<file path="config.mk">
export PLATFORM = sky130hd
export DESIGN_NAME = psram_bist_sequencer
export DESIGN_NICKNAME = d
export VERILOG_FILES = /design/src/rtl/psram_bist_pkg.sv /design/src/rtl/psram_bist_pattern.sv /design/src/rtl/psram_bist_sequencer.sv
export SDC_FILE = /design/constraint.sdc
export NUM_CORES = 1
export LEC_CHECK = 0
export BUFFER_PORTS_ARGS = -buffer_cell sky130_fd_sc_hd__buf_2
export CAP_MARGIN = 20
export CORE_MARGIN = 1
export CORE_UTILIZATION = 55
export DETAILED_ROUTE_END_ITERATION = 12
export PLACE_DENSITY = 0.9
export SLEW_MARGIN = 20
export SYNTH_ARGS = -nofsm -noshare
export SYNTH_HDL_FRONTEND = slang
export SYNTH_SLANG_ARGS = --single-unit
</file>
<file path="constraint.sdc">
create_clock -name sys_clk -period 2.35 [get_ports sys_clk]
set_clock_uncertainty 0.1 [all_clocks]
set_input_delay 0.235 -clock sys_clk [delete_from_list [all_inputs] [get_ports sys_clk]]
set_output_delay 0.235 -clock sys_clk [all_outputs]
set_load 0.02 [all_outputs]
</file>
<file path="src/rtl/psram_bist_pkg.sv">
// Shared definitions for the PSRAM BIST sequencer: FSM encoding, default seed
// and the address-to-pattern function.
package psram_bist_pkg;

  localparam logic [15:0] DEFAULT_SEED = 16'hA5C3;

  localparam logic [2:0] IDLE      = 3'd0;
  localparam logic [2:0] WAIT_INIT = 3'd1;
  localparam logic [2:0] WR_REQ    = 3'd2;
  localparam logic [2:0] WR_WAIT   = 3'd3;
  localparam logic [2:0] RD_REQ    = 3'd4;
  localparam logic [2:0] RD_WAIT   = 3'd5;
  localparam logic [2:0] CHECK     = 3'd6;
  localparam logic [2:0] FIN       = 3'd7;

  // Seeded word rotated left by the low address nibble; doubling the word
  // makes the rotate a plain shift.
  function automatic logic [15:0] pat(input logic [15:0] a, input logic [15:0] seed);
    logic [31:0] dbl;
    dbl = {a ^ seed, a ^ seed} << a[3:0];
    return dbl[31:16];
  endfunction

endpackage

</file>
<file path="src/rtl/psram_bist_pattern.sv">
// Combinational address-to-test-pattern mapping; only the low 16 address bits
// take part in the pattern.
module psram_bist_pattern
  import psram_bist_pkg::*;
#(
  parameter int          ADDR_W = 22,
  parameter logic [15:0] SEED   = DEFAULT_SEED
) (
  input  logic [ADDR_W-1:0] addr,
  output logic [15:0]       pattern
);

  logic [15:0] addr_lo;

  generate
    if (ADDR_W > 16) begin : g_wide
      logic addr_hi_unused;
      assign addr_lo        = addr[15:0];
      assign addr_hi_unused = ^addr[ADDR_W-1:16];
    end else if (ADDR_W == 16) begin : g_exact
      assign addr_lo = addr;
    end else begin : g_narrow
      assign addr_lo = {{(16-ADDR_W){1'b0}}, addr};
    end
  endgenerate

  assign pattern = pat(addr_lo, SEED);

endmodule

</file>
<file path="src/rtl/psram_bist_sequencer.sv">
// PSRAM built-in self-test: writes pat(addr) over NUM_WORDS addresses, reads
// them back and counts mismatches, exposing expected/returned words as registers.
module psram_bist_sequencer
  import psram_bist_pkg::*;
#(
  parameter int          ADDR_W    = 22,
  parameter int          NUM_WORDS = 256,
  parameter int unsigned BASE_ADDR = 0,
  parameter logic [15:0] SEED      = DEFAULT_SEED
) (
  input  logic              sys_clk,
  input  logic              rst,
  input  logic              start,
  input  logic              init_done,
  output logic              cmd_valid,
  input  logic              cmd_ready,
  output logic              cmd_write,
  output logic [ADDR_W-1:0] cmd_addr,
  output logic [15:0]       cmd_wdata,
  input  logic              cmd_done,
  input  logic [15:0]       rd_data,
  output logic [15:0]       message,
  output logic [15:0]       read,
  output logic              busy,
  output logic              done,
  output logic              pass,
  output logic [15:0]       err_count,
  output logic [ADDR_W-1:0] fail_addr
);

  localparam int                CNT_W    = (NUM_WORDS > 1) ? $clog2(NUM_WORDS) : 1;
  localparam logic [CNT_W-1:0]  LAST_IDX = CNT_W'(NUM_WORDS - 1);
  localparam logic [ADDR_W-1:0] BASE     = ADDR_W'(BASE_ADDR);

  logic [2:0]        state_reg;
  logic [ADDR_W-1:0] addr_reg;
  logic [CNT_W-1:0]  idx_reg;
  logic [15:0]       cur_pat;
  logic              is_last;

  psram_bist_pattern #(
    .ADDR_W (ADDR_W),
    .SEED   (SEED)
  ) u_pattern (
    .addr    (addr_reg),
    .pattern (cur_pat)
  );

  // The word index decides "last word" so the address may wrap freely.
  assign is_last = (idx_reg == LAST_IDX);

  always_ff @(posedge sys_clk) begin
    if (rst) begin
      state_reg <= IDLE;
      addr_reg  <= '0;
      idx_reg   <= '0;
      cmd_valid <= 1'b0;
      cmd_write <= 1'b0;
      cmd_addr  <= '0;
      cmd_wdata <= '0;
      message   <= '0;
      read      <= '0;
      busy      <= 1'b0;
      done      <= 1'b0;
      pass      <= 1'b0;
      err_count <= '0;
      fail_addr <= '0;
    end else begin
      case (state_reg)
        IDLE: begin
          if (start) begin
            state_reg <= WAIT_INIT;
            done      <= 1'b0;
            pass      <= 1'b0;
            err_count <= '0;
            fail_addr <= '0;
            busy      <= 1'b1;
            addr_reg  <= BASE;
            idx_reg   <= '0;
          end
        end
        WAIT_INIT: begin
          if (init_done) state_reg <= WR_REQ;
        end
        // Request states raise cmd_valid with its payload, then hold it all
        // until the controller takes it.
        WR_REQ: begin
          if (!cmd_valid) begin
            cmd_valid <= 1'b1;
            cmd_write <= 1'b1;
            cmd_addr  <= addr_reg;
            cmd_wdata <= cur_pat;
            message   <= cur_pat;
          end else if (cmd_ready) begin
            cmd_valid <= 1'b0;
            state_reg <= WR_WAIT;
          end
        end
        WR_WAIT: begin
          if (cmd_done) begin
            if (is_last) begin
              addr_reg  <= BASE;
              idx_reg   <= '0;
              state_reg <= RD_REQ;
            end else begin
              addr_reg  <= addr_reg + ADDR_W'(1);
              idx_reg   <= idx_reg + CNT_W'(1);
              state_reg <= WR_REQ;
            end
          end
        end
        RD_REQ: begin
          if (!cmd_valid) begin
            cmd_valid <= 1'b1;
            cmd_write <= 1'b0;
            cmd_addr  <= addr_reg;
            cmd_wdata <= '0;
            message   <= cur_pat;
          end else if (cmd_ready) begin
            cmd_valid <= 1'b0;
            state_reg <= RD_WAIT;
          end
        end
        RD_WAIT: begin
          if (cmd_done) begin
            read      <= rd_data;
            state_reg <= CHECK;
          end
        end
        CHECK: begin
          if (read != message) begin
            if (err_count != 16'hFFFF) err_count <= err_count + 16'd1;
            if (err_count == 16'd0) fail_addr <= addr_reg;
          end
          if (is_last) begin
            state_reg <= FIN;
          end else begin
            addr_reg  <= addr_reg + ADDR_W'(1);
            idx_reg   <= idx_reg + CNT_W'(1);
            state_reg <= RD_REQ;
          end
        end
        FIN: begin
          busy      <= 1'b0;
          done      <= 1'b1;
          pass      <= (err_count == 16'd0);
          state_reg <= IDLE;
        end
      endcase
    end
  end

endmodule

</file>
=== Word level (Yosys, flattened, before mapping) ===
Cells that the tools add are included.

* Register bits: 146

* Add/subtract/negate cells: 3
* Equality and inequality tests: 24
* Shifts and indexed selects: 1
* Multiplexer cells: 41
* Bitwise logic cells: 2
* Reductions and logical operators: 15

{| class="wikitable"
|+ Operator list
! kind !! count
|-
| 2-to-1 mux 22 bit || 6
|-
| 2-to-1 mux 16 bit || 5
|-
| case mux 22 bit (3 select lines) || 1
|-
| case mux 16 bit (2 select lines) || 2
|-
| case mux 22 bit (2 select lines) || 1
|-
| 2-to-1 mux 8 bit || 4
|-
| left shift 32 x 4 -> 32 bit || 1
|-
| inequality test 2 bit, second input constant || 14
|-
| 2-to-1 mux 3 bit || 9
|-
| case mux 3 bit (8 select lines) || 1
|-
| case mux 8 bit (3 select lines) || 1
|-
| adder 22 x 1 -> 22 bit, second input constant || 1
|-
| adder 16 x 1 -> 16 bit, second input constant || 1
|-
| logical NOT 16 bit || 1
|-
| inequality test 16 bit || 1
|-
| inequality test 16 bit, second input constant || 1
|-
| equality test 3 bit, second input constant || 4
|-
| AND reduction 4 bit || 3
|-
| adder 8 x 1 -> 8 bit, second input constant || 1
|-
| equality test 8 bit, second input constant || 1
|-
| inverter 8 bit || 1
|-
| case mux 1 bit (2 select lines) || 4
|-
| AND reduction 8 bit || 1
|-
| equality test 3 x 2 -> 1 bit, second input constant || 2
|-
| 10 further kinds || 19
|}

=== Longest topological paths before layout ===
Gate-level depths: netlist of run 1.

* Depth after elaboration: 4
* Mapped depth: 10
* Mapped depth without buffers: 8

=== Cells and area by module ===
Synthesis of run 1 repeated with hierarchy kept, for this count alone.

* Cell total of the unflattened synthesis: 858
* Area total of the unflattened synthesis: 7010.5 µm²

{| class="wikitable"
|+ By module, submodules not included
! module !! times used !! cells an instance !! area each (µm²) !! sequential area each (µm²)
|-
| psram_bist_sequencer || 1 || 732 || 6125.9 || 2922.8
|-
| psram_bist_pattern || 1 || 126 || 884.6 || 0.0
|}

=== Worst setup path after synthesis of run 1 ===
No wires, ideal clock.

* Path kind: register to register
* Start: register err_count[0]
* End: register err_count[13]
* Setup time: 115 ps
* Arrival time: 1974 ps
* Data required time: 2135 ps
* Slack: 161 ps
* Stages on the path, launching flop included: 7
* Path through: dfxtp_1 ha_1 nand3_1 nor4_2 nand3_1 a41oi_1 o21ba_2

* Longest elaborated chain between the ends: 4
* Elaborated cells between the ends (all ways): 7

{| class="wikitable"
|+ RTL lines
! item !! RTL line !! RTL
|-
| from (decl) || psram_bist_sequencer.sv:27 || <nowiki>output logic [15:0] err_count,</nowiki>
|-
| from (signal assigned) || psram_bist_sequencer.sv:132 || <nowiki>if (err_count != 16'hFFFF) err_count <= err_count + 16'd1;</nowiki>
|-
| adder 16 x 1 -> 16 bit || psram_bist_sequencer.sv:132 ||
|-
| 2-to-1 mux 16 bit || psram_bist_sequencer.sv:132 ||
|-
| 2-to-1 mux 16 bit || psram_bist_sequencer.sv:131 || <nowiki>if (read != message) begin</nowiki>
|-
| case mux 16 bit (2 select lines) || psram_bist_sequencer.sv:69 || <nowiki>case (state_reg)</nowiki>
|}

Several ways; a longest one is shown, not always the timed one. The select of a mux whose other input is x is not followed.
A chain may end at the register's enable or synchronous reset.

=== Final worst setup path of run 1 ===
* Start: register err_count[1]
* End: register err_count[13]

Same word-level chain as after synthesis.

==> impl_metrics.py, run 1 <==
metrics = {
    "detailed_routing": {
        "wl_met1_um": 8210,
        "firstDrtPassIters": 6,
        "drt-initial-drc-count": 707,
        "routedWlPerCell_um": 17.7,
        "met3_length_um": 1560,
        "postRouteAntennaNets": 0,
        "dr_wl_met2_um": 9870,
        "wl_um": 20300,
        "drc": 0,
        "viasPerCell": 5.90,
        "top_layer": "met4",
        "vias": 6770,
    },
    "pwr": {
        "power.share.combinational_pct": 14.0,
        "p_per_area_mw_per_mm2": 711,
        "pwr-share-seq_pct": 42.6,
        "leakagePower_nw": 3.76,
        "clock_power_share_pct": 43.5,
        "fin_total_pwr_w": 0.00618,
        "vdd_drop_max_v": 0.000637,
        "p_sw_share_pct": 25.6,
        "switchingPower_w": 0.00158,
        "p_int_w": 0.00460,
    },
    "setup_path": {
        "crit_fanout": 13,
        "crit_type": "flip-flop to flip-flop",
        "path_cells": "ha_1 -> nand3_1 -> nor4_4 -> nand4_1 -> and2_1 -> a21oi_4 -> buf_12 -> o21ba_2",
        "ff2ff_path_depth": 8,
        "cp-start-kind": "flip-flop",
        "end_kind": "flip-flop",
        "critical_path.max_stage_delay_ns": 0.43,
        "cpMaxStageDelayCell": "dfxtp_1",
        "cp.arrival_ns": 2.56,
        "required_ns": 2.62,
    },
    "clocking": {
        "h-tree-depth": 4,
        "clk_path_buf_depth": 2,
        "clock-root-buffer": "clkbuf_16",
        "cts.sinks": 146,
        "clk_latency_ns": 0.42,
        "clkSlewWorstSetupHoldPaths_ns": 0.06,
        "tritoncts": "built",
        "cts-buffers-inserted": 17,
    },
    "die": {
        "die-height_um": 115,
        "core_area_mm2": 0.0122,
        "start_util_pct": 57.3,
        "ioPinCount": 135,
        "rows": 40,
        "fp.dieW_um": 115,
        "dieArea_mm2": 0.0131,
    },
    "global_route": {
        "grt_max_degree": 54,
        "grt_pass1_wl_um": 31500,
        "grt_usage_pct": 30.9,
        "overflow": 0,
        "antenna_found_initial": 0,
        "grt_pass1_vias": 6316,
    },
    "timing": {
        "max_freq_mhz": 436,
        "period_share_pct": 97.6,
        "finalSetupViolCount": 0,
        "min_period_ns": 2.29,
        "tightest_slew_ns": 1.06,
        "relSlewSlack_pct": 29.1,
        "slew_violations": 0,
        "layout_setup_ws_ns": 0.0569,
        "hold_viol": 0,
    },
    "logic_synthesis": {
        "syn_area_per_cell_um2": 8.54,
        "syn_nets": 843,
        "synth.top_cell.area_share_pct": 41.9,
        "synth_edf_count": 0,
        "yosysTopAreaCell": "dfxtp_1",
        "synth_flop_cell": "dfxtp_1",
        "synth-warning-count": 0,
        "ys_seq_area_share_pct": 41.9,
        "synth.most_common_cell": "dfxtp_1",
        "syn_inst": 816,
        "ys_ff_latch": 146,
        "synth_area_leaders": "dfxtp_1 42%, nand2_1 6.7%, a21oi_1 4.5%",
        "synth_cell_types": 66,
        "synthTopCellsByCount": "146 x dfxtp_1, 124 x nand2_1, 80 x nor2_1",
        "synth_async_sr_flop_share_pct": 0,
        "syn-cell-area_mm2": 0.00697,
    },
    "cells_and_area": {
        "fillers": 889,
        "stdcell_area_mm2": 0.00869,
        "layout.nets": 996,
        "postLayoutCoreUtil_pct": 71.5,
        "antennaDiodeCount": 0,
        "drive_above_1_share_pct": 24.8,
        "area_growth_pct": 24.7,
    },
    "placed_design": {
        "io_buffer_count": 134,
        "post_dp_cell_area_mm2": 0.00792,
        "dp_slack_ns": 0.0274,
        "post-dp-hpwl_um": 13600,
        "place_congestion": 0.960,
    },
    "run_status": {
        "status": "completed",
    },
    "job": {
        "maxCapViolCount": 0,
    },
    "worst_hold_path": {
        "hold_class": "input port to flip-flop",
        "hold_depth": 2,
    },
}
## through the flow
| step | hold WS, ns | std cells | setup TNS, ns |
|---|---|---|---|
| 6_report | 0.0521 | 1147 | 0 |
| 4_1_cts | 0.0391 | 1146 | 0 |
| 5_1_grt | 0.0889 | 1147 | -0.106 |
| 3_3_place_gp | 0.330 | 1101 | 0 |
| 3_5_place_dp | 0.344 | 1101 | 0 |
| 2_1_floorplan | 0.271 | 816 | 0 |
## final cells by class
type                       count  area [um2]  area share [%]
sequential                   146        2920            33.6
clock inverter                 6         105            1.21
inverter                      20        75.1           0.864
clock buffer                  23         478            5.50
timing repair buffer         196        1190            13.7
tap                          168         210            2.42
multi-input combinational    588        3710            42.7
## logic make-up (layout without fill, tap and decap cells)
| logic type | Yosys count | after routing | synth area share, % |
|---|---|---|---|
| muxes | 41 | 41 | 8.44 |
| and+or+nand+nor | 326 | 326 | 21.7 |
| xor gates and xnor gates | 42 | 42 | 5.28 |
| buffers and inverters | 82 | 245 | 5.10 |
| adders and majority gates | 5 | 5 | 0.898 |
| AOI/OAI and AO/OA | 174 | 174 | 16.6 |
| DFF | 146 | 146 | 41.9 |
## repair_timing
action	4_1_cts	5_1_grt
endpoints found under the setup margin	0	14
setup buffers	0	1
hold buffers	16	0
hold endpoints to repair	16	0
gates resized for setup	0	1
## critical path: cells and delay by family, from the launching register on
kind	cells	cell delay (ns)
flip-flops	1	0.43
buffers and inverters	1	0.15
AO/OA/AOI/OAI	2	0.32
AND/OR/NAND/NOR	4	1.00
adder cells (fa/ha/maj)	1	0.24
## metal layers
layer | track usage (%) | up-vias
met2 | 52.8 | 356
met5 | 0 | -
met3 | 6.41 | 65
met4 | 13.7 | 0
met1 | 37.6 | 3176
li1 | - | 3173
## layout by cell type, fill, tap and decap left out, types with 19 or more instances in the layout
cell and instances:
a21oi_1 62, a22o_1 32, buf_2 134, buf_4 45, dfxtp_1 146, nand2_1 124
nand3_1 29, nor2_1 80, o21ai_0 32, xnor2_1 19, xor2_1 23
## final timing paths
path	start	endpoint	slack, ns
min reg2reg	cmd_addr[1]	cmd_addr[1]	0.35
max	err_count[1]	err_count[13]	0.06
min	rst	pass	0.05
max reg2reg	err_count[1]	err_count[13]	0.06
## power groups by stage
stage | Combinational [W] | Sequential [W] | Clock [W]
final | 0.000862 | 0.00263 | 0.00269
after global routing | 0.000926 | 0.00264 | 0.00282
after CTS | 0.000839 | 0.00263 | 0.00270
after detailed placement | 0.000806 | 0.00268 | 0
after global placement | 0.000799 | 0.00268 | 0
after floorplan | 0.000491 | 0.00274 | 0
Power figures use the tool's default switching activity.
==> run 2, diff against run 1 <==
- SYNTH_HIERARCHICAL: default -> 1
==> run 2 against run 1 <==
Compared with the run above: synthesized cell count is 5.1% higher; clock-buffer cell count decreased by 3; sequential cell count unchanged; combinational power shrank 32%; critical path type unchanged; critical endpoint is now state_reg[1].
==> impl_metrics.py, run 2 <==
metrics = {
    "pwr": {
        "power.share.combinational_pct": 10.2,
        "leakagePower_nw": 3.63,
        "p_int_w": 0.00430,
        "clock_power_share_pct": 45.5,
        "fin_total_pwr_w": 0.00577,
        "vdd_drop_max_v": 0.000511,
        "pwr-share-seq_pct": 44.3,
        "switchingPower_w": 0.00147,
        "p_per_area_mw_per_mm2": 660,
        "p_sw_share_pct": 25.4,
    },
    "global_route": {
        "overflow": 0,
        "antenna_found_initial": 0,
        "grt_max_degree": 55,
        "grt_usage_pct": 31.6,
        "grt_pass1_vias": 6670,
        "grt_pass1_wl_um": 32900,
    },
    "detailed_routing": {
        "viasPerCell": 6.04,
        "routedWlPerCell_um": 17.0,
        "vias": 7212,
        "drc": 0,
        "firstDrtPassIters": 6,
        "drt-initial-drc-count": 953,
        "postRouteAntennaNets": 0,
        "wl_um": 20300,
    },
    "logic_synthesis": {
        "synth_cell_types": 68,
        "ys_seq_area_share_pct": 41.7,
        "synth_flop_cell": "dfxtp_1",
        "ys_ff_latch": 146,
        "synth.top_cell.area_share_pct": 41.7,
        "synth.most_common_cell": "nand2_1",
        "synthTopCellsByCount": "160 x nand2_1, 146 x dfxtp_1, 100 x a21oi_1",
        "syn_nets": 884,
        "syn_area_per_cell_um2": 8.17,
        "syn-cell-area_mm2": 0.00701,
        "synth-warning-count": 6,
        "synth_area_leaders": "dfxtp_1 42%, nand2_1 8.6%, a21oi_1 7.1%",
        "syn_inst": 858,
        "synth_async_sr_flop_share_pct": 0,
        "yosysTopAreaCell": "dfxtp_1",
        "synth_edf_count": 0,
    },
    "die": {
        "ioPinCount": 135,
        "die-height_um": 115,
        "start_util_pct": 57.4,
        "fp.dieW_um": 115,
        "core_area_mm2": 0.0122,
        "rows": 40,
        "dieArea_mm2": 0.0132,
    },
    "setup_path": {
        "cp.arrival_ns": 2.46,
        "required_ns": 2.60,
        "crit_type": "flip-flop to flip-flop",
        "r2r_slack_ns": 0.15,
        "cp-start-kind": "flip-flop",
        "end_kind": "flip-flop",
        "cpMaxStageDelayCell": "or3b_2",
        "crit_fanout": 12,
        "path_cells": "buf_4 -> buf_4 -> or3b_2 -> a21oi_1 -> a31oi_1 -> o31ai_1 -> o21ai_0 -> a21oi_1",
        "critical_path.max_stage_delay_ns": 0.51,
    },
    "cells_and_area": {
        "final_common_cell": "nand2_1",
        "area_growth_pct": 24.6,
        "layout.nets": 1038,
        "final_cells": 1194,
        "layout_common_cells": "160 x nand2_1, 143 x dfxtp_1, 134 x buf_2",
        "stdcell_area_mm2": 0.00874,
        "postLayoutCoreUtil_pct": 71.5,
        "drive_above_1_share_pct": 23.1,
    },
    "timing": {
        "finalSetupViolCount": 0,
        "slew_violations": 0,
        "min_period_ns": 2.20,
        "hold_viol": 0,
        "period_share_pct": 93.8,
        "max_freq_mhz": 454,
        "relSlewSlack_pct": 56.5,
        "hold-worst-slack_ns": 0.0535,
        "tightest_slew_ns": 0.651,
    },
    "placed_design": {
        "dp_cells": 1145,
        "post_dp_cell_area_mm2": 0.00798,
        "post-dp-hpwl_um": 13800,
        "io_buffer_count": 134,
        "place_congestion": 0.925,
    },
    "clocking": {
        "clk_path_buf_depth": 2,
        "cts.sinks": 146,
        "clock-root-buffer": "clkbuf_16",
        "tritoncts": "built",
        "clk_latency_ns": 0.43,
        "cts-buffers-inserted": 17,
        "h-tree-depth": 4,
        "clkSlewWorstSetupHoldPaths_ns": 0.06,
    },
    "job": {
        "maxCapViolCount": 0,
    },
    "run_status": {
        "status": "completed",
    },
    "worst_hold_path": {
        "hold_class": "input port to flip-flop",
    },
}
-- run 2: cell types whose count changed in the layout (fill, tap and decap cells not counted), sizes merged, moves of 10 or more --
cell	before	now
nand3	29	41
mux4	13	1
nand2	124	160
a21oi	64	101
nor2	80	51
inv	20	10
-- run 2: repair_timing --
| item | CTS | global route |
|---|---|---|
| buffers inserted | 0 | 0 |
| gates resized for setup | 0 | 9 |
| hold buffers | 16 | 0 |
| setup endpoints to repair | 0 | 41 |
| endpoints found under the hold margin | 16 | 0 |
-- run 2: per-stage QoR --
stage / setup WS, ns / setup TNS [ns]
5_1_grt: -0.0284 / -0.0471
3_5_place_dp: 0.0703 / 0
6_report: 0.145 / 0
4_1_cts: 0.0142 / 0
3_3_place_gp: 0.128 / 0
2_1_floorplan: 0.0989 / 0
-- run 2: logic make-up (layout without fill, tap and decap cells) --
| kind of cell | count (synthesis) | count (layout) | share of synthesized area, % |
|---|---|---|---|
| multiplexers | 20 | 20 | 3.16 |
| flip-flops | 146 | 146 | 41.7 |
| XOR/XNOR | 40 | 40 | 5.00 |
| buffers and inverters | 67 | 234 | 4.35 |
| adder cells (fa/ha/maj) | 4 | 4 | 0.714 |
| AND/OR/NAND/NOR | 363 | 363 | 24.7 |
| AO/OA/AOI/OAI | 218 | 218 | 20.4 |
| other | 0 | 1 | 0 |
-- run 2: power groups by stage --
| stage | sequential (W) | combinational, W | clock (W) |
|---|---|---|---|
| floorplan | 0.00263 | 0.000360 | 0 |
| detailed placement | 0.00261 | 0.000547 | 0 |
| finish | 0.00255 | 0.000587 | 0.00262 |
| CTS | 0.00255 | 0.000575 | 0.00262 |
| global route | 0.00256 | 0.000641 | 0.00274 |
| global placement | 0.00261 | 0.000541 | 0 |
-- run 2: final timing paths --
check	from	endpoint	depth (start not counted)
worst max register to register	state_reg[2]	state_reg[1]	8
worst min-delay path	cmd_ready	cmd_valid	3
worst min register to register	cmd_addr[3]	cmd_addr[3]	2
worst max-delay path	state_reg[2]	state_reg[1]	8
-- run 2: critical path, delay by kind of cell, from the launching register on --
family          cells  cell delay [ns]
flops               1             0.46
compound gates      5             0.68
buf+inv             2             0.39
simple gates        1             0.51
-- run 2: per-layer routing --
metal | GRT usage, % | part of all wire (%) | up-vias
li1 | - | - | 3365
met5 | 0 | 0 | -
met4 | 14.9 | 2.5 | 0
met3 | 7.38 | 7.2 | 56
met1 | 40.3 | 43 | 3423
met2 | 50.8 | 47 | 368
-- run 2: cell type report --
class                   instances  area, um2
diodes                          1       2.50
clock buffers                  20        447
clock inverters                12        115
fillers                       964       3470
inverters                      10       37.5
multi-input cells             645       3830
flip-flops and latches        146       2930
well taps                     168        210
repair buffers                192       1170
==> run 3, diff against run 2 <==
- CORE_UTILIZATION: 55 -> 56
- PLACE_DENSITY: 0.9 -> 0.92
==> run 3 against run 2 <==
Compared with the run above: clock power up 5%; sequential cell count unchanged; global-route usage up 1.8 points; via count up 2.6%; highest routed layer unchanged; clock-buffer cell count down 2; sequential power about the same.
==> impl_metrics.py, run 3 (synthesized netlist as in run 2, its figures left out) <==
metrics = {
    "run_status": {
        "status": "completed",
    },
    "detailed_routing": {
        "wl_um": 21300,
        "vias": 7397,
        "drt-initial-drc-count": 838,
        "viasPerCell": 6.18,
        "routedWlPerCell_um": 17.8,
        "postRouteAntennaNets": 0,
        "firstDrtPassIters": 6,
        "drc": 0,
    },
    "timing": {
        "slew_violations": 0,
        "max_freq_mhz": 444,
        "period_share_pct": 95.9,
        "layout_setup_ws_ns": 0.0957,
        "relSlewSlack_pct": 54.8,
        "hold_viol": 0,
        "finalSetupViolCount": 0,
        "tns_ns": 0,
        "min_period_ns": 2.25,
        "tightest_slew_ns": 0.675,
    },
    "global_route": {
        "antenna_found_initial": 0,
        "grt_usage_pct": 33.4,
        "grt_pass1_wl_um": 34400,
        "grt_max_degree": 55,
        "overflow": 0,
        "grt_pass1_vias": 6989,
    },
    "cells_and_area": {
        "area_growth_pct": 25.3,
        "drive_above_1_share_pct": 23.5,
        "multi_input_area_mm2": 0.00383,
        "regArea_mm2": 0.00293,
        "layout_common_cells": "160 x nand2_1, 143 x dfxtp_1, 134 x buf_2",
        "final_cells": 1197,
        "layout.nets": 1042,
        "fillers": 905,
        "antennaDiodeCount": 0,
        "final_common_cell": "nand2_1",
        "postLayoutCoreUtil_pct": 72.5,
    },
    "setup_path": {
        "cp-start-kind": "flip-flop",
        "crit_buf_inv": 2,
        "crit_fanout": 22,
        "end_kind": "flip-flop",
        "critical_path.max_stage_delay_ns": 0.41,
        "crit_type": "flip-flop to flip-flop",
        "cp_top_family": "simple AND/OR/NAND/NOR gates",
        "cpMaxStageDelayCell": "dfxtp_1",
        "required_ns": 2.57,
        "cp.arrival_ns": 2.48,
        "worst_path_most_repeated_cell": "buf_4",
        "path_cells": "xnor2_1 -> nand4_1 -> nor3_1 -> and2_1 -> buf_4 -> nor3_2 -> buf_4 -> a22o_1",
    },
    "clocking": {
        "tritoncts": "built",
        "cts.sinks": 146,
        "clk_latency_ns": 0.43,
        "clk_path_buf_depth": 2,
        "clock-root-buffer": "clkbuf_16",
        "clkSlewWorstSetupHoldPaths_ns": 0.06,
        "h-tree-depth": 4,
        "cts-buffers-inserted": 17,
        "cts_setup_buffers": 0,
    },
    "pwr": {
        "vdd_drop_max_v": 0.000413,
        "fin_total_pwr_w": 0.00590,
        "p_per_area_mw_per_mm2": 671,
        "leakagePower_nw": 3.65,
    },
    "placed_design": {
        "dp_slack_ns": 0.0724,
        "place_congestion": 0.949,
        "post-dp-hpwl_um": 14000,
        "io_buffer_count": 134,
        "dp_cells": 1149,
    },
    "die": {
        "die-height_um": 114,
        "ioPinCount": 135,
        "dieArea_mm2": 0.0130,
        "core_area_mm2": 0.0121,
        "start_util_pct": 57.9,
        "fp.dieW_um": 114,
        "rows": 40,
    },
    "job": {
        "maxCapViolCount": 0,
    },
    "worst_hold_path": {
        "hold_class": "input port to flip-flop",
    },
}
[run 3: worst reg2reg max path, delay by kind of cell (launching register included)]
kind | cells | cell delay, ns
AOI/OAI and AO/OA | 1 | 0.22
xor gates and xnor gates | 1 | 0.17
DFF | 1 | 0.41
buffers and inverters | 2 | 0.42
and+or+nand+nor | 4 | 0.83
[run 3: path summary, 6_finish.rpt]
check / startpoint / to / slack [ns] / cells past startpoint
setup / recovery: read[0] / fail_addr[5] / 0.1 / 8
hold / removal: cmd_ready / cmd_valid / 0.05 / 3
setup reg to reg: read[0] / fail_addr[5] / 0.1 / 8
hold reg to reg: cmd_wdata[1] / cmd_wdata[1] / 0.35 / 2
[run 3: final cells by class]
cell class                 instances  area share (%)
sequential                       146            33.3
multi-input combinational        645            43.6
tap                              168            2.39
clock buffer                      18            4.88
inverter                          10           0.427
timing repair buffer             196            13.5
clock inverter                    14            1.87
[run 3: report_power, final]
part	leakage, nW	internal, W	switching [W]	total, W
combinational	2.19	0.000220	0.000381	0.000601
clock	0.286	0.00166	0.00108	0.00274
sequential	1.18	0.00251	0.0000447	0.00256
[run 3: stage by stage]
step,hold WS (ns),area (um2)
floorplan,0.271,7010
global placement,0.337,8000
detailed placement,0.343,8000
CTS,0.0256,8750
global route,0.0458,8790
finish,0.0496,8790
[run 3: what timing repair did]
action | 4_1_cts | 5_1_grt
setup endpoints to repair | 0 | 46
endpoints found under the hold margin | 16 | 0
resized for setup | 0 | 10
hold buffers | 16 | 0
[run 3: metal layers]
layer	track usage [%]	vias up	share of wire (%)
met2	55.9	465	48
met1	41.3	3476	40
met4	16.2	0	3.2
met5	0	-	0
met3	6.54	81	9.5
li1	-	3375	-
